$ cat config.mk
export PLATFORM = sky130hd
export DESIGN_NAME = gray_counter_updown
export DESIGN_NICKNAME = d
export VERILOG_FILES = /design/src/rtl/gray_counter_updown.sv
export SDC_FILE = /design/constraint.sdc
export NUM_CORES = 1
export LEC_CHECK = 0
export CORE_AREA = 2 2 39 41
export CTS_BUF_LIST = sky130_fd_sc_hd__clkbuf_4 sky130_fd_sc_hd__clkbuf_8 sky130_fd_sc_hd__clkbuf_16
export DETAILED_ROUTE_END_ITERATION = 7
export DIE_AREA = 0 0 41 43
export PLACE_DENSITY_LB_ADDON = 0.1
export SLEW_MARGIN = 40
export SYNTH_ARGS = -nofsm -noshare
export SYNTH_HDL_FRONTEND = slang
export SYNTH_SLANG_ARGS = --single-unit
export TNS_END_PERCENT = 5
$ cat constraint.sdc
create_clock -name Clk -period 2.35 [get_ports Clk]
set_clock_uncertainty 0.1 [all_clocks]
set_input_delay 0.3525 -clock Clk [delete_from_list [all_inputs] [get_ports Clk]]
set_output_delay 0.3525 -clock Clk [all_outputs]
set_load 0.005 [all_outputs]
$ cat src/rtl/gray_counter_updown.sv
// gray_counter_updown: parametrised up/down Gray counter with load, binary mirror and sticky wrap flags
// Ports: Clk, Reset (sync, active-high), En (count enable), Dir (0 up / 1 down),
//        Load + LoadValue (binary parallel load), ClrFlags (clear sticky flags),
//        Output (registered Gray count), Binary (registered binary count),
//        Overflow / Underflow (sticky up-wrap / down-wrap flags).
// Build option: define GRAY_SATURATE_EN to saturate at the ends instead of wrapping;
//        the flags still set on the blocked step.
module gray_counter_updown #(
  parameter int WIDTH = 3
) (
  input  logic             Clk,
  input  logic             Reset,
  input  logic             En,
  input  logic             Dir,
  input  logic             Load,
  input  logic [WIDTH-1:0] LoadValue,
  input  logic             ClrFlags,
  output logic [WIDTH-1:0] Output,
  output logic [WIDTH-1:0] Binary,
  output logic             Overflow,
  output logic             Underflow
);
  localparam logic [WIDTH-1:0] one_v = WIDTH'(1);
  logic [WIDTH-1:0] bin_q, bin_d, gray_q, gray_d, stepped;
  logic ovf_q, ovf_d, unf_q, unf_d, up_wrap, dn_wrap;
  always_comb begin
    up_wrap = En & ~Load & ~Dir & (&bin_q);
    dn_wrap = En & ~Load & Dir & ~(|bin_q);
`ifdef GRAY_SATURATE_EN
    stepped = (up_wrap | dn_wrap) ? bin_q : Dir ? bin_q - one_v : bin_q + one_v;
`else
    stepped = Dir ? bin_q - one_v : bin_q + one_v;
`endif
    bin_d = Reset ? '0 : Load ? LoadValue : En ? stepped : bin_q;
    gray_d = bin_d ^ (bin_d >> 1);
    ovf_d = Reset ? 1'b0 : up_wrap ? 1'b1 : ClrFlags ? 1'b0 : ovf_q;
    unf_d = Reset ? 1'b0 : dn_wrap ? 1'b1 : ClrFlags ? 1'b0 : unf_q;
  end
  always_ff @(posedge Clk) begin
    bin_q <= bin_d;
    gray_q <= gray_d;
    ovf_q <= ovf_d;
    unf_q <= unf_d;
  end
  assign Output = gray_q;
  assign Binary = bin_q;
  assign Overflow = ovf_q;
  assign Underflow = unf_q;
endmodule

==> reports/metrics.cfg, run 1 <==
[layout]
post_route_cells_drive_above_1_share_pct = 11.54
area_growth_pct = 58.03
fin_area_um2 = 541.8
final_common_cell = clkdlybuf4s50_1
diodes = 0
most-common-layout-cells = clkdlybuf4s50_1, dfxtp_1, nor2_1
fin_nets = 63
nFillCells = 145

[synth]
netlist.area_leader.share_pct = 40.88
ys_warn_count = 0
yosysSeqAreaShare_pct = 40.88
synth_top_area_cell = dfxtp_1
ys_seq_elements = 7
syn-num-nets = 43
synthCells = 33
ys_types = 19
syn_area_um2 = 342.8
synth_area_leaders = dfxtp_1, xor2_1, fa_1, mux2i_1, nor2_1
avgSynthCellArea_um2 = 10.39

[timing]
drv_slew = 0
period_share_pct = 83.63
maxSlewHeadroom_pct = 80.24
tightest_slew_ns = 0.2964
period_needed_ns = 1.965
finalHoldViolations = 0
grt_setup_unrepaired = no
setup_slack_ns = 0.3846
setup_viol = 0
setup_tns_ns = 0
fmax_mhz = 508.8

[floorplanning]
dieHeight_um = 43
row_count = 14
core-area_um2 = 1384
die_area_um2 = 1763
start_util_pct = 24.77
io-pin-count = 17
die_w_um = 41

[cts]
postCtsHoldBufs = 0
path_clk_slew_ns = 0.05
cts_buffer_depth = 2
cts_tree = done
cts-buffers-inserted = 3
postCtsSetupRepairBufs = 0
htreeDepth = 1
cts.sinks = 7
cts_root_buffer = clkbuf_4
clk_latency_ns = 0.25
cts_resized = 0

[power_and_ir_drop]
sequentialPowerShare_pct = 41.9
p_int_mw = 0.2585
ir_drop_uv = 312.2
swShare_pct = 23.06
pwr_density_cell_nw_per_um2 = 620.1
p_clk_share_pct = 34.6
switching_power_mw = 0.07746
total_leakage_power_nw = 0.2200
pwr-share-comb_pct = 23.5

[setup_path]
cp.required_ns = 2.37
cp-start-kind = input pin
worstPathMaxFanout = 3
path_class = in -> reg
arrival_ns = 1.98
cp-end-kind = flop

[routing]
routed_wl_um = 748
drtIter0Drc = 1
final_antenna_net_count = 0
drc_errors = 0
avgViaCountPerCell = 4.353
drt-wirelength-per-cell_um = 11.00
drt_pass1_iterations = 2
routed-via-count = 296

[placement]
dpl-instance-area_um2 = 511.7
post-dp-hpwl_um = 612.1
dp_slack_ns = 0.1233
port_buffers = 16
gp_congestion = 0.6657

[status]
status = complete, no violations

[job]
maxCapViolations = 0

[global_routing]
grt_max_degree = 8
grt_use_total_pct = 9.677
grt_first_pass_wirelength_um = 1097
grt_overflow = 0
grt_pass1_vias = 263
antenna_found_initial = 0

[min_path]
min_path_type = reg -> reg

-- layer usage --
layer | routed length [um] | GRT usage, % | share of wire [%] | vias up
li1 | - | - | - | 154
met3 | 33 | 1.571 | 4.4 | 0
met2 | 398 | 12.81 | 53 | 5
met4 | 0 | 10.00 | 0 | 0
met5 | 0 | 0 | 0 | -
met1 | 316 | 12.05 | 42 | 137
-- state kept, by name, summed over array words and instances, names as in the netlist --
name	cells
Overflow	1
Binary	3
Output	2
Underflow	1
-- kinds of logic after synthesis --
logic type | synth area share (%)
buffers and inverters | 6.569
DFF | 40.87
adders and majority gates | 5.840
xor gates and xnor gates | 10.22
and+or+nand+nor | 18.61
AOI/OAI and AO/OA | 8.759
muxes | 9.124
-- worst paths after layout --
| check | slack, ns | cells after the start | to | start |
|---|---|---|---|---|
| worst min register to register | 0.39 | 2 | Overflow | Overflow |
| worst max-delay path | 0.38 | 6 | Output[1] | Dir |
| worst max register to register | 0.54 | 5 | Output[1] | Binary[0] |
| worst min-delay path | 0.39 | 2 | Overflow | Overflow |
-- power by group through the flow --
stage | Clock (mW) | Combinational, mW | Sequential (mW)
floorplan | 0 | 0.0323 | 0.143
finish | 0.116 | 0.0790 | 0.141
CTS | 0.126 | 0.0808 | 0.141
detailed placement | 0 | 0.0803 | 0.144
global route | 0.129 | 0.0868 | 0.143
global placement | 0 | 0.0793 | 0.143
-- synth_stat cells, drive strengths merged --
cell	number
nand4b	1
a22oi	1
dfxtp	7
a32oi	1
nor2	6
o221ai	1
fa	1
mux2	1
nor3	1
inv	1
nor4bb	1
mux2i	2
a21oi	1
xor2	4
nand4bb	1
nand2	1
buf	2
-- area by class of cell --
cell class / instances / area (um^2) / share of cell area, %
Clock buffer: 4 / 30.03 / 5.543
Inverter: 1 / 3.754 / 0.6928
Multi-Input combinational cell: 23 / 180.2 / 33.26
Sequential cell: 7 / 140.1 / 25.87
Tap cell: 16 / 20.02 / 3.695
Timing Repair Buffer: 17 / 167.7 / 30.95
-- metrics by stage --
stage	hold WS, ns	instances	util, %	power, mW
2_1_floorplan	0.3249	33	-	0.1756
3_3_place_gp	0.3835	64	36.98	0.2222
3_5_place_dp	0.3912	64	36.98	0.2239
4_1_cts	0.4036	68	39.15	0.3479
5_1_grt	0.4202	68	39.15	0.3589
6_report	0.3949	68	39.15	0.3359
-- critical path, cell delays in order --
cell and delay [ns]:
clkdlybuf4s50_1 0.45, fa_1 0.49, mux2_1 0.30, mux2i_1 0.15, nor2_2 0.08, xor2_1 0.16
Power figures use the tool's default switching activity.
==> run 2: changes to the inputs <==
Clock period 2.35 ns to 1.97 ns, I/O delays scaled along.
==> reports/metrics.cfg, run 2 (same netlist as run 1, synthesis figures left out) <==
[global_routing]
grt_max_degree = 8  ; unchanged
grt_use_total_pct = 10.66  ; +0.99 points
grt_first_pass_wirelength_um = 1228  ; +12%
grt_overflow = 0  ; unchanged
antenna_found_initial = 0  ; unchanged
grt_pass1_vias = 306  ; +16%

[setup_path]
r2r-start = Binary[0]
cp.required_ns = 1.99  ; -0.38 ns
worstPathMaxFanout = 3  ; unchanged
cp-end-kind = flop
arrival_ns = 1.92  ; -0.06 ns
critPathMaxStageDelay_ns = 0.48  ; about the same
cp-start-kind = input pin
critPathLaunch = Dir
crit_chain = clkdlybuf4s50_1 > fa_1 > mux2_1 > mux2i_1 > nor2_2 > xor2_1
path_class = in -> reg
critPathSlowestCell = fa_1

[layout]
finalNonFillerCells = 69  ; +1.5%
final_common_cell = clkdlybuf4s50_1
post_route_cells_drive_above_1_share_pct = 13.21  ; +1.7 points
area_growth_pct = 60.22
diodes = 0  ; unchanged
register_area_um2 = 140.1  ; unchanged
most-common-layout-cells = clkdlybuf4s50_1, dfxtp_1, nor2_1
fin_nets = 64  ; +1.6%
largest_reg_flops = 3  ; unchanged
multi_input_area_um2 = 180.2  ; unchanged
nFillCells = 144  ; -0.69%

[placement]
dp_cells = 65  ; +1.6%
post-dp-hpwl_um = 641.2  ; +4.8%
port_buffers = 16  ; unchanged
gp_congestion = 0.6865  ; +3.1%

[timing]
period_needed_ns = 1.907
fmax_mhz = 524.3
finalHoldViolations = 0  ; unchanged
drv_slew = 0  ; unchanged
period_share_pct = 96.81
setup_viol = 0  ; unchanged
setup_tns_ns = 0  ; unchanged
maxSlewHeadroom_pct = 79.97  ; -0.27 points
grt_setup_unrepaired = no
tightest_slew_ns = 0.3005  ; +0.004071 ns

[routing]
avgViaCountPerCell = 4.565  ; +4.9%
drt-wirelength-per-cell_um = 11.29  ; +2.6%
routed_wl_um = 779  ; +4.1%
drtIter0Drc = 5  ; +4
drc_errors = 0  ; unchanged
drt_pass1_iterations = 4  ; +2
routed-via-count = 315  ; +6.4%
final_antenna_net_count = 0  ; unchanged

[cts]
cts-buffers-inserted = 3  ; unchanged
cts_tree = done
postCtsSetupRepairBufs = 0  ; unchanged
htreeDepth = 1  ; unchanged
clk_latency_ns = 0.24  ; about the same
cts_root_buffer = clkbuf_4
cts_resized = 0  ; unchanged
cts_buffer_depth = 2  ; unchanged
path_clk_slew_ns = 0.05  ; about the same
cts.sinks = 7  ; unchanged
postCtsHoldBufs = 0  ; unchanged

[floorplanning]
die_area_um2 = 1763  ; unchanged
core-area_um2 = 1384  ; unchanged
row_count = 14  ; unchanged
start_util_pct = 24.77  ; unchanged
die_w_um = 41  ; unchanged
dieHeight_um = 43  ; unchanged
io-pin-count = 17  ; unchanged

[power_and_ir_drop]
ir_drop_uv = 394.8  ; +26%
pwr-share-comb_pct = 23.9  ; +0.4 points
total_leakage_power_nw = 0.2248  ; +2.2%
p_int_mw = 0.3092  ; +20%
p_clk_share_pct = 34.2  ; -0.4 points
sequentialPowerShare_pct = 41.9  ; about the same
pwr_density_cell_nw_per_um2 = 730.6  ; +18%
switching_power_mw = 0.09215  ; +19%
swShare_pct = 22.96  ; -0.098 points

[min_path]
min_from = Underflow
min_path_type = reg -> reg

[status]
status = complete, no violations

[job]
maxCapViolations = 0  ; unchanged

run 2: cell types whose count changed in the layout (fill, tap and decap cells not counted), sizes merged:
cell / before / now
buf: 1 / 2
run 2: worst paths after layout:
check | to | slack [ns] | cells after the start
worst min register to register | Underflow | 0.41 | 2
worst min-delay path | Underflow | 0.41 | 2
worst max-delay path | Output[1] | 0.06 | 6
worst max register to register | Output[1] | 0.18 | 5
run 2: layout make-up:
cell class	instances	share of cell area [%]
sequential	7	25.51
multi-input combinational	23	32.80
timing repair buffer	18	31.89
inverter	1	0.6834
tap	16	3.645
clock buffer	4	5.467
run 2: stage by stage:
stage	area (um^2)	util [%]	hold slack (ns)	power [mW]	setup WS (ns)
finish	549.3	39.69	0.4121	0.4013	0.06275
global route	549.3	39.69	0.4215	0.4275	0.01723
CTS	549.3	39.69	0.4086	0.4101	0.06264
detailed placement	519.2	37.52	0.4011	0.2687	-0.1910
global placement	519.2	37.52	0.3822	0.2670	-0.1817
floorplan	342.8	-	0.2679	0.2094	0.2522
run 2: power by group through the flow:
stage | combinational [mW] | clock, mW | sequential (mW)
after floorplan | 0.0385 | 0 | 0.171
after global placement | 0.0962 | 0 | 0.171
after detailed placement | 0.0972 | 0 | 0.171
after CTS | 0.0976 | 0.144 | 0.169
after global routing | 0.105 | 0.153 | 0.170
final | 0.0958 | 0.137 | 0.168
run 2: metal layers:
| layer | wire (um) | global-route usage [%] | vias to the layer above |
|---|---|---|---|
| li1 | - | - | 157 |
| met1 | 318 | 11.97 | 153 |
| met2 | 423 | 15.94 | 5 |
| met3 | 37 | 1.571 | 0 |
| met4 | 0 | 10.00 | 0 |
| met5 | 0 | 0 | - |
run 2: worst max-delay path: cells and delay by family:
kind	cells	cell delay, ns
XOR/XNOR	1	0.16
multiplexers	2	0.46
buffers and inverters	1	0.46
adder cells (fa/ha/maj)	1	0.48
AND/OR/NAND/NOR	1	0.08
==> run 3: changes to the inputs <==
Settings changed: GPL_ROUTABILITY_DRIVEN set to 0.
==> results of run 3 <==
No change in the layout: final DEF, timing and power equal those of run 2.
